==> config.mk <==
export PLATFORM = sky130hd
export DESIGN_NAME = muldiv_sequencer
export DESIGN_NICKNAME = d
export VERILOG_FILES = /design/src/rtl/muldiv_pkg.sv /design/src/rtl/muldiv_step.sv /design/src/rtl/muldiv_sequencer.sv
export SDC_FILE = /design/constraint.sdc
export NUM_CORES = 1
export LEC_CHECK = 0
export CELL_PAD_IN_SITES_DETAIL_PLACEMENT = 0
export CELL_PAD_IN_SITES_GLOBAL_PLACEMENT = 1
export CORE_ASPECT_RATIO = 1.75
export CORE_MARGIN = 1
export CORE_UTILIZATION = 40
export CTS_CLUSTER_DIAMETER = 80
export CTS_CLUSTER_SIZE = 20
export DETAILED_ROUTE_END_ITERATION = 10
export PLACE_DENSITY = 0.81
export SETUP_SLACK_MARGIN = 0.5
export SLEW_MARGIN = 20
export SYNTH_ARGS = -nofsm -noshare
export SYNTH_HDL_FRONTEND = slang
export SYNTH_SLANG_ARGS = --single-unit
==> constraint.sdc <==
create_clock -name clk -period 4.6 [get_ports clk]
set_input_delay 0.92 -clock clk [delete_from_list [all_inputs] [get_ports clk]]
set_output_delay 0.92 -clock clk [all_outputs]
set_load 0.05 [all_outputs]
==> src/rtl/muldiv_pkg.sv <==
// Shared types and helpers for the iterative RV32M multiply/divide unit.
// funct3 decodes directly into md_op_t; the helpers classify each op's operand signedness.
package muldiv_pkg;

  typedef enum logic [1:0] {
    IDLE = 2'd0,
    CALC = 2'd1,
    FIX  = 2'd2,
    DONE = 2'd3
  } md_state_t;

  typedef enum logic [2:0] {
    OP_MUL    = 3'b000,
    OP_MULH   = 3'b001,
    OP_MULHSU = 3'b010,
    OP_MULHU  = 3'b011,
    OP_DIV    = 3'b100,
    OP_DIVU   = 3'b101,
    OP_REM    = 3'b110,
    OP_REMU   = 3'b111
  } md_op_t;

  localparam logic [6:0] OPCODE_RTYPE  = 7'b0110011;
  localparam logic [6:0] FUNCT7_MULDIV = 7'b0000001;

  function automatic logic op_is_div(input md_op_t op);
    return (op == OP_DIV) || (op == OP_DIVU) || (op == OP_REM) || (op == OP_REMU);
  endfunction

  function automatic logic op_is_rem(input md_op_t op);
    return (op == OP_REM) || (op == OP_REMU);
  endfunction

  // MULHSU treats rs1 as signed and rs2 as unsigned.
  function automatic logic op_a_signed(input md_op_t op);
    return (op == OP_MUL) || (op == OP_MULH) || (op == OP_MULHSU) ||
           (op == OP_DIV) || (op == OP_REM);
  endfunction

  function automatic logic op_b_signed(input md_op_t op);
    return (op == OP_MUL) || (op == OP_MULH) || (op == OP_DIV) || (op == OP_REM);
  endfunction

endpackage

==> src/rtl/muldiv_step.sv <==
// One iteration of the sequencer datapath on {acc_hi, acc_lo}: a radix-2 shift-add
// for multiply, or one restoring shift-subtract (one quotient bit) for divide.
module muldiv_step
  import muldiv_pkg::*;
#(
  parameter int XLEN = 32
) (
  input  logic            is_div,
  input  logic [XLEN-1:0] acc_hi,
  input  logic [XLEN-1:0] acc_lo,
  input  logic [XLEN-1:0] operand,
  output logic [XLEN-1:0] acc_hi_nxt,
  output logic [XLEN-1:0] acc_lo_nxt
);

  logic [XLEN:0]   sum;
  logic [XLEN:0]   shifted;
  logic [XLEN-1:0] diff;

  // Multiply: acc_lo holds the remaining multiplier bits; the product shifts in from the top.
  // Divide: acc_hi is the partial remainder, acc_lo shifts dividend out and quotient in.
  always_comb begin
    acc_hi_nxt = '0;
    acc_lo_nxt = '0;
    sum        = {1'b0, acc_hi} + (acc_lo[0] ? {1'b0, operand} : '0);
    shifted    = {acc_hi, acc_lo[XLEN-1]};
    diff       = shifted[XLEN-1:0] - operand;

    if (is_div) begin
      if (shifted >= {1'b0, operand}) begin
        acc_hi_nxt = diff;
        acc_lo_nxt = {acc_lo[XLEN-2:0], 1'b1};
      end else begin
        acc_hi_nxt = shifted[XLEN-1:0];
        acc_lo_nxt = {acc_lo[XLEN-2:0], 1'b0};
      end
    end else begin
      acc_hi_nxt = sum[XLEN:1];
      acc_lo_nxt = {sum[0], acc_lo[XLEN-1:1]};
    end
  end

endmodule

==> src/rtl/muldiv_sequencer.sv <==
// Iterative RV32M multiply/divide unit beside the execute-stage ALU: XLEN iterations on operand
// magnitudes, then one sign-fix cycle. Divide-by-zero and signed overflow bypass the iterations.
module muldiv_sequencer
  import muldiv_pkg::*;
#(
  parameter int XLEN = 32
) (
  input  logic            clk,
  input  logic            rst_n,
  input  logic            start,
  input  logic [2:0]      funct3,
  input  logic [XLEN-1:0] op_a,
  input  logic [XLEN-1:0] op_b,
  input  logic            flush,
  output logic            busy,
  output logic            stall,
  output logic            done,
  output logic [XLEN-1:0] result
);

  localparam int              CW        = $clog2(XLEN);
  localparam logic [CW-1:0]   LAST_ITER = CW'(XLEN - 1);
  localparam logic [XLEN-1:0] MOST_NEG  = {1'b1, {(XLEN-1){1'b0}}};

  md_state_t       state_q, state_d;
  md_op_t          op_q, op_d;
  logic [CW-1:0]   count_q, count_d;
  logic [XLEN-1:0] acc_hi_q, acc_hi_d;
  logic [XLEN-1:0] acc_lo_q, acc_lo_d;
  logic [XLEN-1:0] opnd_q, opnd_d;
  logic [XLEN-1:0] result_q, result_d;
  logic            neg_q, neg_d;
  logic            neg_r_q, neg_r_d;

  md_op_t          req_op;
  logic            sign_a, sign_b;
  logic [XLEN-1:0] mag_a, mag_b;
  logic            div_by_zero, div_overflow;
  logic            idle_like, accept;

  logic            step_is_div;
  logic [XLEN-1:0] step_hi, step_lo;

  logic [2*XLEN-1:0] prod, prod_fix;
  logic [XLEN-1:0]   quot_fix, rem_fix, fix_value;

  always_comb begin
    req_op       = md_op_t'(funct3);
    sign_a       = op_a_signed(req_op) & op_a[XLEN-1];
    sign_b       = op_b_signed(req_op) & op_b[XLEN-1];
    mag_a        = sign_a ? -op_a : op_a;
    mag_b        = sign_b ? -op_b : op_b;
    div_by_zero  = op_is_div(req_op) && (op_b == '0);
    div_overflow = ((req_op == OP_DIV) || (req_op == OP_REM)) &&
                   (op_a == MOST_NEG) && (op_b == '1);
    idle_like    = (state_q == IDLE) || (state_q == DONE);
    accept       = start && !flush && idle_like;
    busy         = (state_q == CALC) || (state_q == FIX);
    stall        = (start && idle_like) || busy;
    done         = (state_q == DONE);
    result       = result_q;
    step_is_div  = op_is_div(op_q);
  end

  muldiv_step #(.XLEN(XLEN)) u_step (
    .is_div     (step_is_div),
    .acc_hi     (acc_hi_q),
    .acc_lo     (acc_lo_q),
    .operand    (opnd_q),
    .acc_hi_nxt (step_hi),
    .acc_lo_nxt (step_lo)
  );

  // neg_q flags product/quotient negation; neg_r_q flags remainder negation (follows dividend).
  always_comb begin
    prod     = {acc_hi_q, acc_lo_q};
    prod_fix = neg_q ? -prod : prod;
    quot_fix = neg_q ? -acc_lo_q : acc_lo_q;
    rem_fix  = neg_r_q ? -acc_hi_q : acc_hi_q;
    case (op_q)
      OP_MUL:                       fix_value = prod_fix[XLEN-1:0];
      OP_MULH, OP_MULHSU, OP_MULHU: fix_value = prod_fix[2*XLEN-1:XLEN];
      OP_DIV, OP_DIVU:              fix_value = quot_fix;
      OP_REM, OP_REMU:              fix_value = rem_fix;
      default:                      fix_value = '0;
    endcase
  end

  always_comb begin
    state_d  = state_q;
    op_d     = op_q;
    count_d  = count_q;
    acc_hi_d = acc_hi_q;
    acc_lo_d = acc_lo_q;
    opnd_d   = opnd_q;
    neg_d    = neg_q;
    neg_r_d  = neg_r_q;
    result_d = result_q;

    if (flush) begin
      state_d = IDLE;
    end else begin
      case (state_q)
        IDLE, DONE: begin
          if (accept) begin
            op_d    = req_op;
            count_d = '0;
            neg_d   = sign_a ^ sign_b;
            neg_r_d = sign_a;
            if (div_by_zero) begin
              result_d = op_is_rem(req_op) ? op_a : '1;
              state_d  = DONE;
            end else if (div_overflow) begin
              result_d = (req_op == OP_REM) ? '0 : op_a;
              state_d  = DONE;
            end else begin
              acc_hi_d = '0;
              acc_lo_d = op_is_div(req_op) ? mag_a : mag_b;
              opnd_d   = op_is_div(req_op) ? mag_b : mag_a;
              state_d  = CALC;
            end
          end else if (state_q == DONE) begin
            state_d = IDLE;
          end
        end
        CALC: begin
          acc_hi_d = step_hi;
          acc_lo_d = step_lo;
          count_d  = count_q + 1'b1;
          if (count_q == LAST_ITER) state_d = FIX;
        end
        FIX: begin
          result_d = fix_value;
          state_d  = DONE;
        end
        default: state_d = IDLE;
      endcase
    end
  end

  always_ff @(posedge clk or negedge rst_n) begin
    if (!rst_n) begin
      state_q  <= IDLE;
      op_q     <= OP_MUL;
      count_q  <= '0;
      acc_hi_q <= '0;
      acc_lo_q <= '0;
      opnd_q   <= '0;
      neg_q    <= 1'b0;
      neg_r_q  <= 1'b0;
      result_q <= '0;
    end else begin
      state_q  <= state_d;
      op_q     <= op_d;
      count_q  <= count_d;
      acc_hi_q <= acc_hi_d;
      acc_lo_q <= acc_lo_d;
      opnd_q   <= opnd_d;
      neg_q    <= neg_d;
      neg_r_q  <= neg_r_d;
      result_q <= result_d;
    end
  end

endmodule

==> results.toml, run 1 <==
[floorplan]
die_area_sq_um = 37800
die_w_um = 147
placementRows = 92
num_io_pins = 106
core_area_sq_um = 36300
start_util_pct = 40.8
fp.dieH_um = 257

[clock_network]
insertion_delay_ps = 470
cts_sinks = 140
cts_tree = "yes"
cts_max_level = 4
clock_path_buffers = 2
cts_buffers = 17
cts_setup_buffers = 0
clkTransAtPathRegs_ps = 70
root_buffer = "clkbuf_16"

[yosys]
async_flop_share_pct = 100
ys_ff_latch = 140
synth_area_per_cell_sq_um = 7.46
synth_cells = 1984
ys_types = 87
synth-edff-count = 0
synth_top_cell_by_area = "dfrtp_1"
syn-num-nets = 2131
yosysSeqAreaShare_pct = 23.7
yosys-top-cells-count = "a21oi_1 (205), nand2_1 (199), nor2_1 (199), o21ai_0 (186), dfrtp_1 (140)"
synth.most_common_cell = "a21oi_1"
synth_top_area_share_pct = 23.7
yosys_most_used_dff = "dfrtp_1"
synth_area_leaders = "dfrtp_1 (24%), a21oi_1 (6.9%), o21ai_0 (6.3%), ha_1 (6.3%), xnor2_1 (6.0%)"
synth_area_sq_um = 14800
yosys_warnings = 0

[sta]
worstMarginPinSlew_ps = 1040
fin_crit_ps = 3940
setup-violations-final = 0
rsz0062_at_grt = "no"
drv_slew = 0
fin_crit_sh_pct = 85.6
hold_viol = 0
relSlewSlack_pct = 30.0
fmax_mhz = 254
fin_tns_setup_ps = 0
clock_skew_ps = 19.3

[global_route]
grt_overflow_total = 0
grt_usage_pct = 34.5
grt_pass1_wl_mm = 96.8
grt_max_degree = 80
antenna_found_initial = 0
grt_pass1_vias = 15858

[power]
power.leakage_nw = 7.13
p_int_mw = 6.32
sequentialPowerShare_pct = 18.1
combPwrFrac_pct = 72.2
switchingPower_mw = 8.22
p_sw_share_pct = 56.5
p_per_area_nw_per_um2 = 844
worst_ir_drop_vdd_uv = 409
clkPwrFrac_pct = 9.7

[drt]
vias_per_cell = 6.31
drc_errors = 0
drt-wirelength-per-cell_um = 25.6
drt_iter0_drc = 1297
dr.pass1.iters = 6
vias = 16063
routed_wl_mm = 65.1
ant_nets = 0

[place]
dp_cells = 2515
port_buffers = 105
gp_congestion = 1.04
hpwlAfterDp_mm = 52.0

[critical_path]
slowest_stage = "clkdlybuf4s50_1"
critPathKind = "input pin to register"
crit_path_end_kind = "register"
worstPathArrival_ps = 4270
cp.required_ps = 4930
max_stage_delay_ps = 600
worstReg2RegStart = "acc_lo_q[0]"
cp_max_fo = 12
crit_chain = "clkdlybuf4s50_1, or3_1, or3_1, or3b_1, nor4_4, nor2_2, a21oi_1, buf_4, nand2_1, buf_4, a211oi_1, a311oi_1"
cp-startpoint = "op_a[27]"
worstSetupStartpointType = "input pin"

[finish]
drive_gt1_share_pct = 8.71
n_antenna_cell = 0
fin_cells = 2547
nNetsFinal = 2211
syn_to_final_growth_pct = 16.4

[worst_hold_path]
hold_path_class = "register to register"
hold_start = "opnd_q[16]"

[run]
maxCapViolCount = 0

[outcome]
status = "finished clean"
registers in the layout (all words and copies together), names as in the netlist:
signal / count
acc_hi_q: 32
acc_lo_q: 32
opnd_q: 32
result: 32
count_q: 5
op_q: 3
state_q: 2
neg_q: 1
neg_r_q: 1
power by group through the flow:
stage / clock network (mW) / registers, mW / logic (mW)
floorplan: 0 / 2.61 / 6.89
global route: 1.46 / 2.67 / 11.3
finish: 1.41 / 2.63 / 10.5
CTS: 1.42 / 2.60 / 10.3
detailed placement: 0 / 2.62 / 10.2
global placement: 0 / 2.62 / 10.2
repair_timing:
item | in CTS | in global routing
hold buffers | 0 | 0
gates resized for setup | 1 | 5
endpoints found under the setup margin | 1 | 5
hold endpoints to repair | 0 | 0
cloned | 0 | 0
path summary, 6_finish.rpt:
path / end / slack [ps] / cells after the start
max in group asynchronous: acc_hi_q[3] / 3040 / 2
hold / removal: opnd_q[16] / 480 / 2
min in group asynchronous: result[27] / 510 / 1
hold reg to reg: opnd_q[16] / 480 / 2
setup reg to reg: result[28] / 690 / 12
setup / recovery: result[20] / 660 / 12
metal layers:
metal | routed length (um) | global-route usage (%) | vias to the layer above
met4 | 6800 | 32.2 | 0
met3 | 3020 | 4.07 | 250
met5 | 0 | 0 | -
met1 | 22300 | 34.9 | 7678
met2 | 33000 | 60.9 | 701
li1 | - | - | 7434
logic make-up (layout without fill, tap and decap cells):
group | count (synthesis) | in the layout | share of synthesized area, %
AOI/OAI and AO/OA | 715 | 715 | 30.5
xor gates and xnor gates | 176 | 176 | 10.4
adders and majority gates | 76 | 76 | 6.52
buffers and inverters | 207 | 300 | 5.64
DFF | 140 | 140 | 23.7
muxes | 46 | 46 | 3.30
and+or+nand+nor | 624 | 624 | 20.0
cell type report:
class	count	area [sq um]
Clock buffer	18	439
Clock inverter	14	138
Fill cell	3690	19000
Inverter	74	278
Multi-Input combinational cell	1637	10500
Sequential cell	140	3500
Tap cell	470	588
Timing Repair Buffer	194	1760
critical path, delay by kind of cell:
family,cells,cell delay (ps)
simple gates,6,1870
buf+inv,3,1010
compound gates,3,470
placed cells by master, fill, tap and decap left out, types with 14 or more instances in the layout:
master / synthesis / final
a21oi_1: 205 / 205
nand2_1: 199 / 199
nor2_1: 199 / 197
o21ai_0: 186 / 186
dfrtp_1: 140 / 139
clkdlybuf4s50_1: 0 / 103
xnor2_1: 102 / 102
buf_4: 1 / 87
xor2_1: 74 / 74
inv_1: 73 / 73
ha_1: 74 / 73
o31ai_1: 41 / 41
a211oi_1: 40 / 40
nand3_1: 36 / 35
a21o_1: 33 / 33
or3_1: 26 / 26
nor3_1: 25 / 25
o211ai_1: 24 / 24
mux2i_1: 23 / 23
mux2_2: 23 / 23
nor4_1: 24 / 22
a31oi_1: 21 / 21
nand2b_1: 19 / 19
nand4_1: 18 / 18
clkbuf_16: 0 / 17
o41ai_1: 16 / 16
o221ai_1: 15 / 15
a22oi_1: 14 / 14
stage by stage:
| stage | setup WS (ps) | hold WS, ps | util [%] | instance area [sq um] | power (mW) |
|---|---|---|---|---|---|
| floorplan | 1090 | 450 | - | 14800 | 9.50 |
| global placement | 265 | 461 | 45.8 | 16600 | 12.8 |
| detailed placement | 173 | 470 | 45.8 | 16600 | 12.9 |
| CTS | 635 | 485 | 47.4 | 17200 | 14.3 |
| global route | 519 | 507 | 47.5 | 17200 | 15.4 |
| finish | 663 | 481 | 47.5 | 17200 | 14.5 |
Power figures use the tool's default switching activity.
==> run 2, diff against run 1 <==
==> constraint.sdc (replaced) <==
create_clock -name clk -period 4.6 [get_ports clk]
set_input_delay 0.46 -clock clk [delete_from_list [all_inputs] [get_ports clk]]
set_output_delay 0.46 -clock clk [all_outputs]
set_load 0.05 [all_outputs]
==> run 2 against run 1 <==
  * Clock power barely moved
  * Combinational power barely moved
  * Non-clock buffer count fell by 20
  * Die area did not move
  * Clock-buffer cell count fell by 1
  * Clock skew fell by 4.3 ps
  * Highest routed layer unchanged
==> results.toml, run 2 (synthesized netlist as in run 1, its figures left out) <==
[outcome]
status = "finished clean"

[drt]
drt_iter0_drc = 1174
drt-wirelength-per-cell_um = 25.6
dr.pass1.iters = 6
routed_wl_mm = 64.8
ant_nets = 0
drc_errors = 0
vias = 15903
vias_per_cell = 6.29

[finish]
mostFrequentLayoutCells = "a21oi_1 (205), nand2_1 (199), nor2_1 (198), o21ai_0 (186), dfrtp_1 (139)"
final_common_cell = "a21oi_1"
fin_cells = 2527
syn_to_final_growth_pct = 15.2
drive_gt1_share_pct = 7.68
final_util_pct = 47.0
n_antenna_cell = 0
nNetsFinal = 2191

[sta]
fin_crit_ps = 3850
drv_slew = 0
fmax_mhz = 260
clock_skew_ps = 15.0
fin_crit_sh_pct = 83.7
rsz0062_at_grt = "no"
fin_tns_setup_ps = 0
whs_ps = 53.1
relSlewSlack_pct = 31.5
setup-violations-final = 0
worstMarginPinSlew_ps = 1030
hold_viol = 0

[power]
p_per_area_nw_per_um2 = 851
worst_ir_drop_vdd_uv = 425
power_mw = 14.5
power.leakage_nw = 7.03

[clock_network]
cts_setup_buffers = 0
cts_sinks = 140
insertion_delay_ps = 460
root_buffer = "clkbuf_16"
clkTransAtPathRegs_ps = 80
cts_tree = "yes"
cts_buffers = 17
holdBufCountCts = 0
clock_path_buffers = 2
cts_max_level = 4

[place]
gp_congestion = 1.03
port_buffers = 105
dp_cells = 2494
hpwlAfterDp_mm = 51.6

[critical_path]
r2r_slack_ps = 750
crit_path_end_kind = "register"
worstSetupStartpointType = "register"
crit_top_cell = "mux2i_1"
max_stage_delay_ps = 630
worstPathArrival_ps = 4190
worstReg2RegStart = "acc_hi_q[15]"
cp.required_ps = 4940
slowest_stage = "dfrtp_1"
cp_max_fo = 16
worst_r2r_endpoint = "acc_hi_q[5]"
critPathKind = "register to register"
reg2reg_depth = 10
crit_chain = "ha_1, o21ai_0, o211ai_1, a21oi_1, nand3b_1, a211oi_1, or2_2, mux2i_1, mux2i_1, a22o_1"

[floorplan]
placementRows = 92
core_area_sq_um = 36300
fp.dieH_um = 257
die_area_sq_um = 37800
start_util_pct = 40.8
die_w_um = 147
num_io_pins = 106

[global_route]
antenna_found_initial = 0
grt_max_degree = 86
grt_pass1_vias = 15584
grt_overflow_total = 0
grt_pass1_wl_mm = 95.7
grt_usage_pct = 34.1

[worst_hold_path]
hold_path_class = "input pin to asynchronous set/reset pin"

[run]
maxCapViolCount = 0
run 2: cell types whose count changed in the layout (fill, tap and decap cells not counted), moves of 2 or more:
| cell | change |
|---|---|
| nor4_1 | +2 |
| nor4_2 | -2 |
| inv_8 | +4 |
| clkinvlp_4 | -2 |
| buf_4 | -20 |
run 2: timing repair:
action	4_1_cts	5_1_grt
endpoints found under the hold margin	0	0
resized for setup	0	1
setup endpoints to repair	0	1
run 2: area by class of cell:
cell class                      instances  area, sq um
Sequential cell                       140         3500
Multi-Input combinational cell       1637        10500
Inverter                               74          278
Clock inverter                         15          149
Timing Repair Buffer                  174         1610
Tap cell                              470          588
Fill cell                            3686        19200
Clock buffer                           17          425
run 2: how the worst max path moves through the flow:
stage | end | from | slack [ps] | depth (start not counted)
6_report | acc_hi_q[5] | acc_hi_q[15] | 750 | 10
5_1_grt | acc_hi_q[5] | acc_hi_q[15] | 560 | 10
4_1_cts | acc_hi_q[31] | acc_lo_q[0] | 770 | 11
3_5_place_dp | result[31] | op_a[4] | 560 | 10
3_3_place_gp | acc_hi_q[1] | op_a[4] | 580 | 10
2_1_floorplan | acc_hi_q[31] | acc_lo_q[0] | 1090 | 11
run 2: critical path: cells and delay by family (launching register included):
| family | cells | cell delay, ps |
|---|---|---|
| AND/OR/NAND/NOR | 2 | 770 |
| adder cells (fa/ha/maj) | 1 | 520 |
| flip-flops | 1 | 630 |
| multiplexers | 2 | 530 |
| AO/OA/AOI/OAI | 5 | 1250 |
run 2: report_power, final:
group	total (mW)	internal (mW)	switching [mW]
combinational	10.5	3.76	6.78
sequential	2.56	1.76	0.800
clock	1.41	0.723	0.690
total	14.5	6.24	8.27
run 2: layer usage:
layer	vias to the layer above	routed length [um]	part of all wire, %	GRT usage (%)
met5	-	0	0	0
met2	663	32500	50	60.4
met1	7603	22100	34	33.8
met4	0	6770	10	31.5
li1	7388	-	-	-
met3	249	3350	5.2	5.32
run 2: per-stage QoR:
stage / area [sq um] / setup WS, ps
2_1_floorplan: 14800 / 1090
3_3_place_gp: 16500 / 581
3_5_place_dp: 16500 / 556
4_1_cts: 17000 / 769
5_1_grt: 17100 / 556
6_report: 17100 / 748
==> run 3, diff against run 2 <==
Clock period 4.6 ns to 3.95 ns, I/O delays scaled along.
==> run 3 against run 2 <==
  * Worst hold slack is essentially flat
  * Largest cell class unchanged
  * Total power grew 22%
  * Global-route usage grew 1.4 points
  * Flip-flop and latch count is the same
  * Highest routed layer unchanged
  * Fmax grew 12%
  * Sequential share of layout area shrank 0.76 points
==> results.toml, run 3 (synthesized netlist as in run 1, its figures left out) <==
[critical_path]
crit_path_end_kind = "register"
max_stage_delay_ps = 480
critPathKind = "register to register"
worstSetupStartpointType = "register"
slowest_stage = "a221o_2"
cp.required_ps = 4280
crit_chain = "buf_6, and2_4, ha_4, inv_2, fa_2, nand2b_4, a21oi_4, o311a_4, a221o_2, a2111oi_4, buf_4, o31ai_4, a2111oi_2, o31ai_1"
worstPathArrival_ps = 3770
cp_max_fo = 4

[finish]
fillers = 3647
final_util_pct = 48.9
n_antenna_cell = 0
syn_to_final_growth_pct = 19.7
nNetsFinal = 2243
final_area_sq_um = 17700
multi_input_area_sq_um = 10700
drive_gt1_share_pct = 11.7
mostFrequentLayoutCells = "a21oi_1 (203), nand2_1 (199), nor2_1 (196), o21ai_0 (180), dfrtp_1 (138)"
final_common_cell = "a21oi_1"
fin_cells = 2579
regArea_sq_um = 3510

[clock_network]
cts_buffers = 17
root_buffer = "clkbuf_16"
cts_sinks = 140
insertion_delay_ps = 460
clkTransAtPathRegs_ps = 70
clock_path_buffers = 2
cts_tree = "yes"
holdBufCountCts = 0
cts_max_level = 4

[sta]
fmax_mhz = 291
clock_skew_ps = 10.1
drv_slew = 0
worst_slack_ps = 512
worstMarginPinSlew_ps = 1060
fin_crit_sh_pct = 87.0
fin_tns_setup_ps = 0
fin_crit_ps = 3440
whs_ps = 53.2
hold_viol = 0
setup-violations-final = 0
rsz0062_at_grt = "yes"
relSlewSlack_pct = 29.2

[floorplan]
die_w_um = 147
fp.dieH_um = 257
placementRows = 92
num_io_pins = 106
die_area_sq_um = 37800
core_area_sq_um = 36300
start_util_pct = 40.8

[drt]
drt-wirelength-per-cell_um = 26.0
routed_wl_mm = 67.1
vias = 16182
dr.pass1.iters = 5
drt_iter0_drc = 1241
drc_errors = 0
ant_nets = 0
vias_per_cell = 6.27

[power]
worst_ir_drop_vdd_uv = 542
power_mw = 17.6
power.leakage_nw = 7.37
p_per_area_nw_per_um2 = 996

[place]
gp_congestion = 1.03
port_buffers = 105
place_area_sq_um = 16800
post-place-ws_ps = 112
hpwlAfterDp_mm = 53.1
dp_cells = 2536

[global_route]
grt_pass1_vias = 15890
top_usage_layer = "met2"
grt_max_degree = 96
met3_usage_pct = 5.02
antenna_found_initial = 0
grt_overflow_total = 0
use_met2_pct = 63.5
gr-usage-met1_pct = 35.1
grt_pass1_wl_mm = 98.9
grt_usage_pct = 35.5

[worst_hold_path]
hold_path_class = "input pin to asynchronous set/reset pin"

[outcome]
status = "finished clean"

[run]
maxCapViolCount = 0
## run 3: layout make-up
type	count	area share (%)
Tap cell	470	3.32
Timing Repair Buffer	226	11.5
Sequential cell	140	19.8
Clock inverter	13	0.734
Clock buffer	19	2.50
Multi-Input combinational cell	1637	60.6
Inverter	74	1.57
## run 3: what timing repair did
action	CTS	global route
buffers inserted	1	10
setup endpoints to repair	6	34
endpoints found under the hold margin	0	0
pin swaps	3	20
gates resized for setup	5	55
## run 3: critical path, delay by kind of cell (launching register included)
| family | cells | cell delay (ps) |
|---|---|---|
| compound gates | 7 | 1880 |
| flops | 1 | 410 |
| buf+inv | 3 | 380 |
| fa+ha+maj | 2 | 350 |
| simple gates | 2 | 290 |
## run 3: layer usage
metal	vias up	part of all wire (%)
met3	282	5.2
met2	750	51
met1	7667	33
li1	7483	-
met5	-	0
met4	0	11
## run 3: path summary, 6_finish.rpt
check                             from           end  slack [ps]  cells past startpoint
setup / recovery           acc_lo_q[0]  acc_hi_q[31]         510                     14
hold / removal                   rst_n  acc_hi_q[14]          50                      1
setup reg to reg           acc_lo_q[0]  acc_hi_q[31]         510                     14
hold reg to reg              opnd_q[5]     opnd_q[5]         480                      2
max in group asynchronous        rst_n     opnd_q[5]        2970                      2
min in group clk             funct3[2]    opnd_q[29]         450                      3
## run 3: report_power, final
| part | switching, mW | internal, mW | total [mW] |
|---|---|---|---|
| Clock | 0.750 | 0.895 | 1.65 |
| Sequential | 0.883 | 2.06 | 2.94 |
| Combinational | 8.27 | 4.79 | 13.1 |
| Total | 9.90 | 7.74 | 17.6 |
